[config.mk]
export PLATFORM = sky130hd
export DESIGN_NAME = mips_multicycle_core
export DESIGN_NICKNAME = d
export VERILOG_FILES = /design/src/rtl/mips_pkg.sv /design/src/rtl/mips_mc_controller.sv /design/src/rtl/mips_multicycle_core.sv
export SDC_FILE = /design/constraint.sdc
export NUM_CORES = 2
export LEC_CHECK = 0
export BUFFER_PORTS_ARGS = -buffer_cell sky130_fd_sc_hd__buf_4
export CORE_MARGIN = 4
export CORE_UTILIZATION = 45
export CTS_CLUSTER_SIZE = 28
export DETAILED_ROUTE_END_ITERATION = 12
export GPL_TIMING_DRIVEN = 0
export PLACE_DENSITY = 0.57
export SLEW_MARGIN = 20
export SYNTH_ARGS = -nofsm -noshare
export SYNTH_HDL_FRONTEND = slang
export SYNTH_SLANG_ARGS = --single-unit
[constraint.sdc]
create_clock -name CLK -period 6.6 [get_ports CLK]
set_input_delay 1.65 -clock CLK [delete_from_list [all_inputs] [get_ports CLK]]
set_output_delay 1.65 -clock CLK [all_outputs]
set_load 0.02 [all_outputs]
[src/rtl/mips_pkg.sv]
// mips_pkg: opcodes, functs, ALU encodings and FSM states shared by the multicycle core
package mips_pkg;
  localparam logic [5:0] OP_R = 6'h00, OP_LW = 6'h23, OP_SW = 6'h2B, OP_BEQ = 6'h04, OP_ADDI = 6'h08, OP_J = 6'h02;
  localparam logic [5:0] FN_ADD = 6'h20, FN_SUB = 6'h22, FN_AND = 6'h24, FN_OR = 6'h25, FN_SLT = 6'h2A;
  localparam logic [2:0] ALU_ADD = 3'b010, ALU_SUB = 3'b110, ALU_AND = 3'b000, ALU_OR = 3'b001, ALU_SLT = 3'b111;
  localparam int unsigned DEF_RESET_PC = 0;
  typedef enum logic [3:0] {
    S_IDLE, S_FETCH, S_DECODE, S_EXECUTE, S_ALUWB, S_MEMADR, S_MEMREAD,
    S_MEMWB, S_MEMWRITE, S_BRANCH, S_ADDIEXEC, S_ADDIWB, S_JUMP, S_TRAP
  } state_t;
  typedef enum logic [1:0] {SRCB_B, SRCB_4, SRCB_IMM, SRCB_IMM4} srcb_t;
  typedef enum logic [1:0] {PC_ALU, PC_ALUOUT, PC_JUMP} pcsrc_t;
endpackage

[src/rtl/mips_mc_controller.sv]
// mips_mc_controller: multicycle FSM sequencing fetch, decode, execute, memory and writeback
module mips_mc_controller
  import mips_pkg::*;
#(
  parameter int ALUControl_WIDTH = 3
) (
  input  logic                        CLK,
  input  logic                        RST,
  input  logic [5:0]                  op,
  input  logic [5:0]                  funct,
  input  logic                        zero,
  input  logic                        mem_ready,
  output logic                        mem_req,
  output logic                        mem_we,
  output logic                        i_or_d,
  output logic                        ir_we,
  output logic                        pc_we,
  output logic                        ab_we,
  output logic                        alu_out_we,
  output logic                        mdr_we,
  output logic                        reg_we,
  output logic                        reg_dst,
  output logic                        mem_to_reg,
  output logic                        src_a,
  output srcb_t                       src_b,
  output pcsrc_t                      pc_src,
  output logic [ALUControl_WIDTH-1:0] alu_ctrl,
  output logic                        retire,
  output logic                        trap
);
  state_t state, next;
  logic r_ok;
  logic [2:0] fn_ctrl;
  always_ff @(posedge CLK or negedge RST)
    if (!RST) state <= S_IDLE;
    else state <= next;
  always_comb begin
    r_ok = funct inside {FN_ADD, FN_SUB, FN_AND, FN_OR, FN_SLT};
    fn_ctrl = funct == FN_SUB ? ALU_SUB : funct == FN_AND ? ALU_AND :
              funct == FN_OR ? ALU_OR : funct == FN_SLT ? ALU_SLT : ALU_ADD;
  end
  always_comb begin
    next = state;
    {mem_req, mem_we, i_or_d, ir_we, pc_we, ab_we, alu_out_we, mdr_we} = '0;
    {reg_we, reg_dst, mem_to_reg, src_a, retire, trap} = '0;
    src_b = SRCB_B;
    pc_src = PC_ALU;
    alu_ctrl = ALUControl_WIDTH'(ALU_ADD);
    case (state)
      S_IDLE: next = S_FETCH;
      S_FETCH: begin
        mem_req = 1'b1;
        src_b = SRCB_4;
        ir_we = mem_ready;
        pc_we = mem_ready;
        next = mem_ready ? S_DECODE : S_FETCH;
      end
      S_DECODE: begin
        ab_we = 1'b1;
        alu_out_we = 1'b1;
        src_b = SRCB_IMM4;
        next = (op == OP_R && r_ok) ? S_EXECUTE : (op == OP_LW || op == OP_SW) ? S_MEMADR :
               op == OP_BEQ ? S_BRANCH : op == OP_ADDI ? S_ADDIEXEC : op == OP_J ? S_JUMP : S_TRAP;
      end
      S_EXECUTE: begin
        src_a = 1'b1;
        alu_ctrl = ALUControl_WIDTH'(fn_ctrl);
        alu_out_we = 1'b1;
        next = S_ALUWB;
      end
      S_ALUWB: begin
        reg_we = 1'b1;
        reg_dst = 1'b1;
        retire = 1'b1;
        next = S_FETCH;
      end
      S_MEMADR: begin
        src_a = 1'b1;
        src_b = SRCB_IMM;
        alu_out_we = 1'b1;
        next = op == OP_LW ? S_MEMREAD : S_MEMWRITE;
      end
      S_MEMREAD: begin
        mem_req = 1'b1;
        i_or_d = 1'b1;
        mdr_we = mem_ready;
        next = mem_ready ? S_MEMWB : S_MEMREAD;
      end
      S_MEMWB: begin
        reg_we = 1'b1;
        mem_to_reg = 1'b1;
        retire = 1'b1;
        next = S_FETCH;
      end
      S_MEMWRITE: begin
        mem_req = 1'b1;
        mem_we = 1'b1;
        i_or_d = 1'b1;
        retire = mem_ready;
        next = mem_ready ? S_FETCH : S_MEMWRITE;
      end
      S_BRANCH: begin
        src_a = 1'b1;
        alu_ctrl = ALUControl_WIDTH'(ALU_SUB);
        pc_we = zero;
        pc_src = PC_ALUOUT;
        retire = 1'b1;
        next = S_FETCH;
      end
      S_ADDIEXEC: begin
        src_a = 1'b1;
        src_b = SRCB_IMM;
        alu_out_we = 1'b1;
        next = S_ADDIWB;
      end
      S_ADDIWB: begin
        reg_we = 1'b1;
        retire = 1'b1;
        next = S_FETCH;
      end
      S_JUMP: begin
        pc_we = 1'b1;
        pc_src = PC_JUMP;
        retire = 1'b1;
        next = S_FETCH;
      end
      S_TRAP: trap = 1'b1;
      default: next = S_IDLE;
    endcase
  end
endmodule

[src/rtl/mips_multicycle_core.sv]
// mips_multicycle_core: multicycle MIPS datapath sharing one handshaked instruction/data memory port
module mips_multicycle_core
  import mips_pkg::*;
#(
  parameter int                   MIPS_SIZE        = 32,
  parameter int                   ALUControl_WIDTH = 3,
  parameter logic [MIPS_SIZE-1:0] RESET_PC         = MIPS_SIZE'(DEF_RESET_PC)
) (
  input  logic                 CLK,
  input  logic                 RST,
  output logic                 mem_req,
  output logic                 mem_we,
  output logic [MIPS_SIZE-1:0] mem_addr,
  output logic [MIPS_SIZE-1:0] mem_wdata,
  input  logic [MIPS_SIZE-1:0] mem_rdata,
  input  logic                 mem_ready,
  output logic                 retire,
  output logic                 trap,
  output logic [MIPS_SIZE-1:0] pc_out
);
  logic [MIPS_SIZE-1:0] pc, ir, a, b, alu_out, mdr, sa, sb, alu_res, sext, pc_next, wd;
  logic [31:0][MIPS_SIZE-1:0] rf;
  logic [4:0] wa;
  logic [ALUControl_WIDTH-1:0] alu_ctrl;
  logic i_or_d, ir_we, pc_we, ab_we, alu_out_we, mdr_we, reg_we, reg_dst, mem_to_reg, src_a, zero;
  srcb_t src_b;
  pcsrc_t pc_src;
  mips_mc_controller #(.ALUControl_WIDTH(ALUControl_WIDTH)) u_ctrl (
    .CLK(CLK), .RST(RST), .op(ir[31:26]), .funct(ir[5:0]), .zero(zero), .mem_ready(mem_ready),
    .mem_req(mem_req), .mem_we(mem_we), .i_or_d(i_or_d), .ir_we(ir_we), .pc_we(pc_we),
    .ab_we(ab_we), .alu_out_we(alu_out_we), .mdr_we(mdr_we), .reg_we(reg_we), .reg_dst(reg_dst),
    .mem_to_reg(mem_to_reg), .src_a(src_a), .src_b(src_b), .pc_src(pc_src), .alu_ctrl(alu_ctrl),
    .retire(retire), .trap(trap)
  );
  always_comb begin
    sext = {{(MIPS_SIZE-16){ir[15]}}, ir[15:0]};
    sa = src_a ? a : pc;
    sb = src_b == SRCB_B ? b : src_b == SRCB_4 ? MIPS_SIZE'(4) :
         src_b == SRCB_IMM ? sext : {sext[MIPS_SIZE-3:0], 2'b00};
    alu_res = alu_ctrl == ALUControl_WIDTH'(ALU_SUB) ? sa - sb :
              alu_ctrl == ALUControl_WIDTH'(ALU_AND) ? sa & sb :
              alu_ctrl == ALUControl_WIDTH'(ALU_OR) ? sa | sb :
              alu_ctrl == ALUControl_WIDTH'(ALU_SLT) ? {{(MIPS_SIZE-1){1'b0}}, $signed(sa) < $signed(sb)} :
              sa + sb;
    zero = alu_res == '0;
    pc_next = pc_src == PC_ALUOUT ? alu_out : pc_src == PC_JUMP ? {pc[MIPS_SIZE-1:28], ir[25:0], 2'b00} : alu_res;
    wa = reg_dst ? ir[15:11] : ir[20:16];
    wd = mem_to_reg ? mdr : alu_out;
    mem_addr = mem_req ? (i_or_d ? alu_out : pc) : '0;
    mem_wdata = mem_we ? b : '0;
    pc_out = pc;
  end
  // $0 is never written, so it keeps its reset value of zero
  always_ff @(posedge CLK or negedge RST)
    if (!RST) begin
      pc <= RESET_PC;
      {ir, a, b, alu_out, mdr} <= '0;
      rf <= '0;
    end else begin
      if (pc_we) pc <= pc_next;
      if (ir_we) ir <= mem_rdata;
      if (ab_we) {a, b} <= {rf[ir[25:21]], rf[ir[20:16]]};
      if (alu_out_we) alu_out <= alu_res;
      if (mdr_we) mdr <= mem_rdata;
      if (reg_we && wa != 5'd0) rf[wa] <= wd;
    end
endmodule

==> impl_metrics.yaml <==
cells_and_area:
  fillers: 13180
  area_growth_pct: 13.36
  drive_gt1_share_pct: 20.00
  fin_nets: 6523
  final_core_util_pct: 51.48
yosys:
  synth_top_area_share_pct: 45.41
  synth-edff-count: 0
  synth_top_cell_by_area: "dfrtp_1"
  synth_area_leaders: "dfrtp_1 (45%), mux4_2 (21%), o21ai_0 (5.0%)"
  synth-seq-cells: 1220
  yosys_warnings: 0
  synth_common_cells: "dfrtp_1 (1220), nand2_1 (702), o21ai_0 (670)"
  ys.flop_type: "dfrtp_1"
  syn_area_mm2: 0.06722
  ys_seq_area_share_pct: 45.41
  async_flop_share_pct: 100.0
  syn-num-nets: 6233
  yosysMostFrequentCell: "dfrtp_1"
  syn_area_per_cell_um2: 11.02
  synth.distinct_cells: 102
  syn_inst: 6100
route:
  first_pass_iters: 7
  drtAntennaViolNets: 0
  wl_per_cell_um: 30.37
  via_count: 52600
  wl_um: 255700
  via_per_inst: 6.248
  drtIter0Drc: 5829
  drc_errors: 0
floorplan:
  start_util_pct: 45.42
  rows: 141
  die_w_um: 394.5
  core_area_mm2: 0.1480
  fp.dieArea_mm2: 0.1556
  die_h_um: 394.5
  ios: 135
power_and_ir_drop:
  max-vdd-ir-drop_mv: 0.2469
  swShare_pct: 46.20
  clock_power_share_pct: 16.8
  p_leak_uw: 0.03306
  pwr-share-comb_pct: 56.0
  p_seq_share_pct: 27.2
  p_int_uw: 24330
  p_switching_uw: 20890
  power.density_mw_per_mm2: 593.4
global_routing:
  grt_use_met1_pct: 41.37
  grt.met2_usage_pct: 53.86
  use_met3_pct: 5.327
  grt_usage_pct: 32.27
  grt_pass1_wl_um: 366100
  busiest_layer: "met2"
  antenna_found_initial: 5
  grt_overflow: 0
  grt_max_degree: 147
  grt_pass1_vias: 53340
sta:
  tightest_slew_ns: 1.252
  fin_crit_sh_pct: 100.8
  hold_violations: 0
  finalSetupViolCount: 23
  relSlewSlack_pct: 16.53
  hold_ws_ns: 0.4793
  post-route-min-period_ns: 6.651
  clock_skew_ns: 0.02712
  fmax_mhz: 150.4
  drv_slew: 0
  setup_ws_ns: -0.05115
worst_setup_path:
  critPathKind: "reg2reg"
  r2r-end: "pc_out[20]$_DFFE_PN0P_"
  required_ns: 7.22
  endpoint_kind: "flop"
  worstPathArrival_ns: 7.27
  path_max_fanout: 10
  start_kind: "flop"
  r2r_start: "u_ctrl.state[2]$_DFFE_PN0N_"
  reg2reg_slack_ns: -0.05
  rr_worst_depth: 24
clock_tree:
  h-tree-depth: 3
  cts_sinks: 1220
  insertion_delay_ns: 0.75
  cts_buffers: 121
  clock_path_buffers: 3
  clkTransAtPathRegs_ns: 0.07
  cts_tree: "yes"
  cts-root-buf: "clkbuf_16"
placement:
  gp_congestion: 1.037
  portBuffers: 134
  dp_hpwl_um: 206800
min_path:
  min_from: "rf[22]$_DFFE_PN0P_"
  hold_path.class: "reg2reg"
  worstHoldEndpoint: "rf[22]$_DFFE_PN0P_"
  hold_path_depth: 1
run_status:
  outcome: "complete, but fails checks"
  violations: "negative setup slack"
flow_run:
  cap_violations: 0
power by group through the flow:
stage          sequential, uW  clock, uW  combinational (uW)
6_report                12300       7590               25300
5_1_grt                 12500       7970               26700
4_1_cts                 12200       7660               24400
3_5_place_dp            12200          0               23700
3_3_place_gp            12100          0               23400
2_1_floorplan           11500          0               15500
sequential cells by signal, summed over array words and instances (netlist names):
signal / flops
pc_out: 32
a: 32
b: 32
u_ctrl.state: 4
alu_out: 32
ir: 32
rf: 1024
mdr: 32
layout by cell type (no fill, tap or decap), drive strengths merged, types with 41 or more instances in the layout:
master / instances
nor2: 666
a21oi: 620
mux4: 640
inv: 105
mux2i: 164
dfrtp: 1220
clkbuf: 669
nand2: 703
mux2: 108
ha: 96
o21ai: 675
and3: 41
buf: 261
worst max-delay path by stage:
| stage | endpoint | from | cells after the start |
|---|---|---|---|
| after floorplan | pc_out[10]$_DFFE_PN0P_ | u_ctrl.state[1]$_DFFE_PN0N_ | 24 |
| after global placement | rf[838]$_DFFE_PN0P_ | RST | 1 |
| after detailed placement | pc_out[14]$_DFFE_PN0P_ | u_ctrl.state[1]$_DFFE_PN0N_ | 24 |
| after CTS | pc_out[14]$_DFFE_PN0P_ | u_ctrl.state[1]$_DFFE_PN0N_ | 23 |
| after global routing | pc_out[20]$_DFFE_PN0P_ | u_ctrl.state[2]$_DFFE_PN0N_ | 24 |
| final | pc_out[20]$_DFFE_PN0P_ | u_ctrl.state[2]$_DFFE_PN0N_ | 24 |
worst max-delay path: stages, from the launching register on:
cell and delay [ns]:
dfrtp_1 0.42, buf_6 0.17, nand2b_4 0.18, nor2_2 0.08, clkbuf_8 0.20, nor3_4 0.31
clkbuf_16 0.22, buf_12 0.12, mux2i_1 0.30, inv_1 0.11, ha_1 0.40, buf_2 0.26
o21ai_0 0.20, a211oi_2 0.26, buf_4 0.18, nor2b_1 0.39, a21oi_2 0.15, a221oi_1 0.34
a31oi_2 0.18, nand4bb_2 0.39, nor4_4 0.55, nand4b_4 0.23, nand3_4 0.33, clkbuf_16 0.23
mux2_4 0.29
layer usage:
layer / part of all wire [%] / vias to the layer above
met4: 5.4 / 6
met3: 7.3 / 541
li1: - / 22760
met5: 0.031 / -
met2: 48 / 2306
met1: 39 / 26990
layout make-up:
cell class / count / area [um^2] / area share, %
Timing Repair Buffer: 176 / 1625 / 2.133
Clock buffer: 168 / 3541 / 4.647
Antenna cell: 4 / 10.01 / 0.01313
Tap cell: 1930 / 2415 / 3.169
Inverter: 105 / 397.9 / 0.5221
Buffer: 587 / 2425 / 3.182
Clock inverter: 50 / 782.0 / 1.026
Multi-Input combinational cell: 4179 / 34480 / 45.25
Sequential cell: 1220 / 30530 / 40.06
logic make-up (layout without fill, tap and decap cells):
kind of cell	after synthesis	after routing	share of synthesized area [%]
AOI/OAI and AO/OA	1540	1540	12.71
xor gates and xnor gates	25	25	0.3257
adders and majority gates	98	98	1.846
buffers and inverters	701	1086	4.022
DFF	1220	1220	45.41
muxes	912	912	25.80
other	0	4	0
and+or+nand+nor	1604	1604	9.881
metrics by stage:
stage	area [um^2]	power, uW	std cells	setup WS (ns)	setup TNS, ns
3_3_place_gp	70650	35490	8164	-11.12	-
5_1_grt	76200	47200	8416	-0.04712	-0.5767
6_report	76210	45220	8419	-0.05115	-0.5305
3_5_place_dp	71040	35950	8176	-2.795	-95.45
2_1_floorplan	67220	26990	6100	0.6088	0
4_1_cts	75830	44230	8400	0.006802	0
timing repair:
item,CTS,global route
hold endpoints to repair,0,0
gates cloned,0,2
setup buffers,12,16
gates resized for setup,81,61
hold buffers,0,0
endpoints found under the setup margin,49,32
pin swaps,15,24
(Power assumes the default switching activity.)
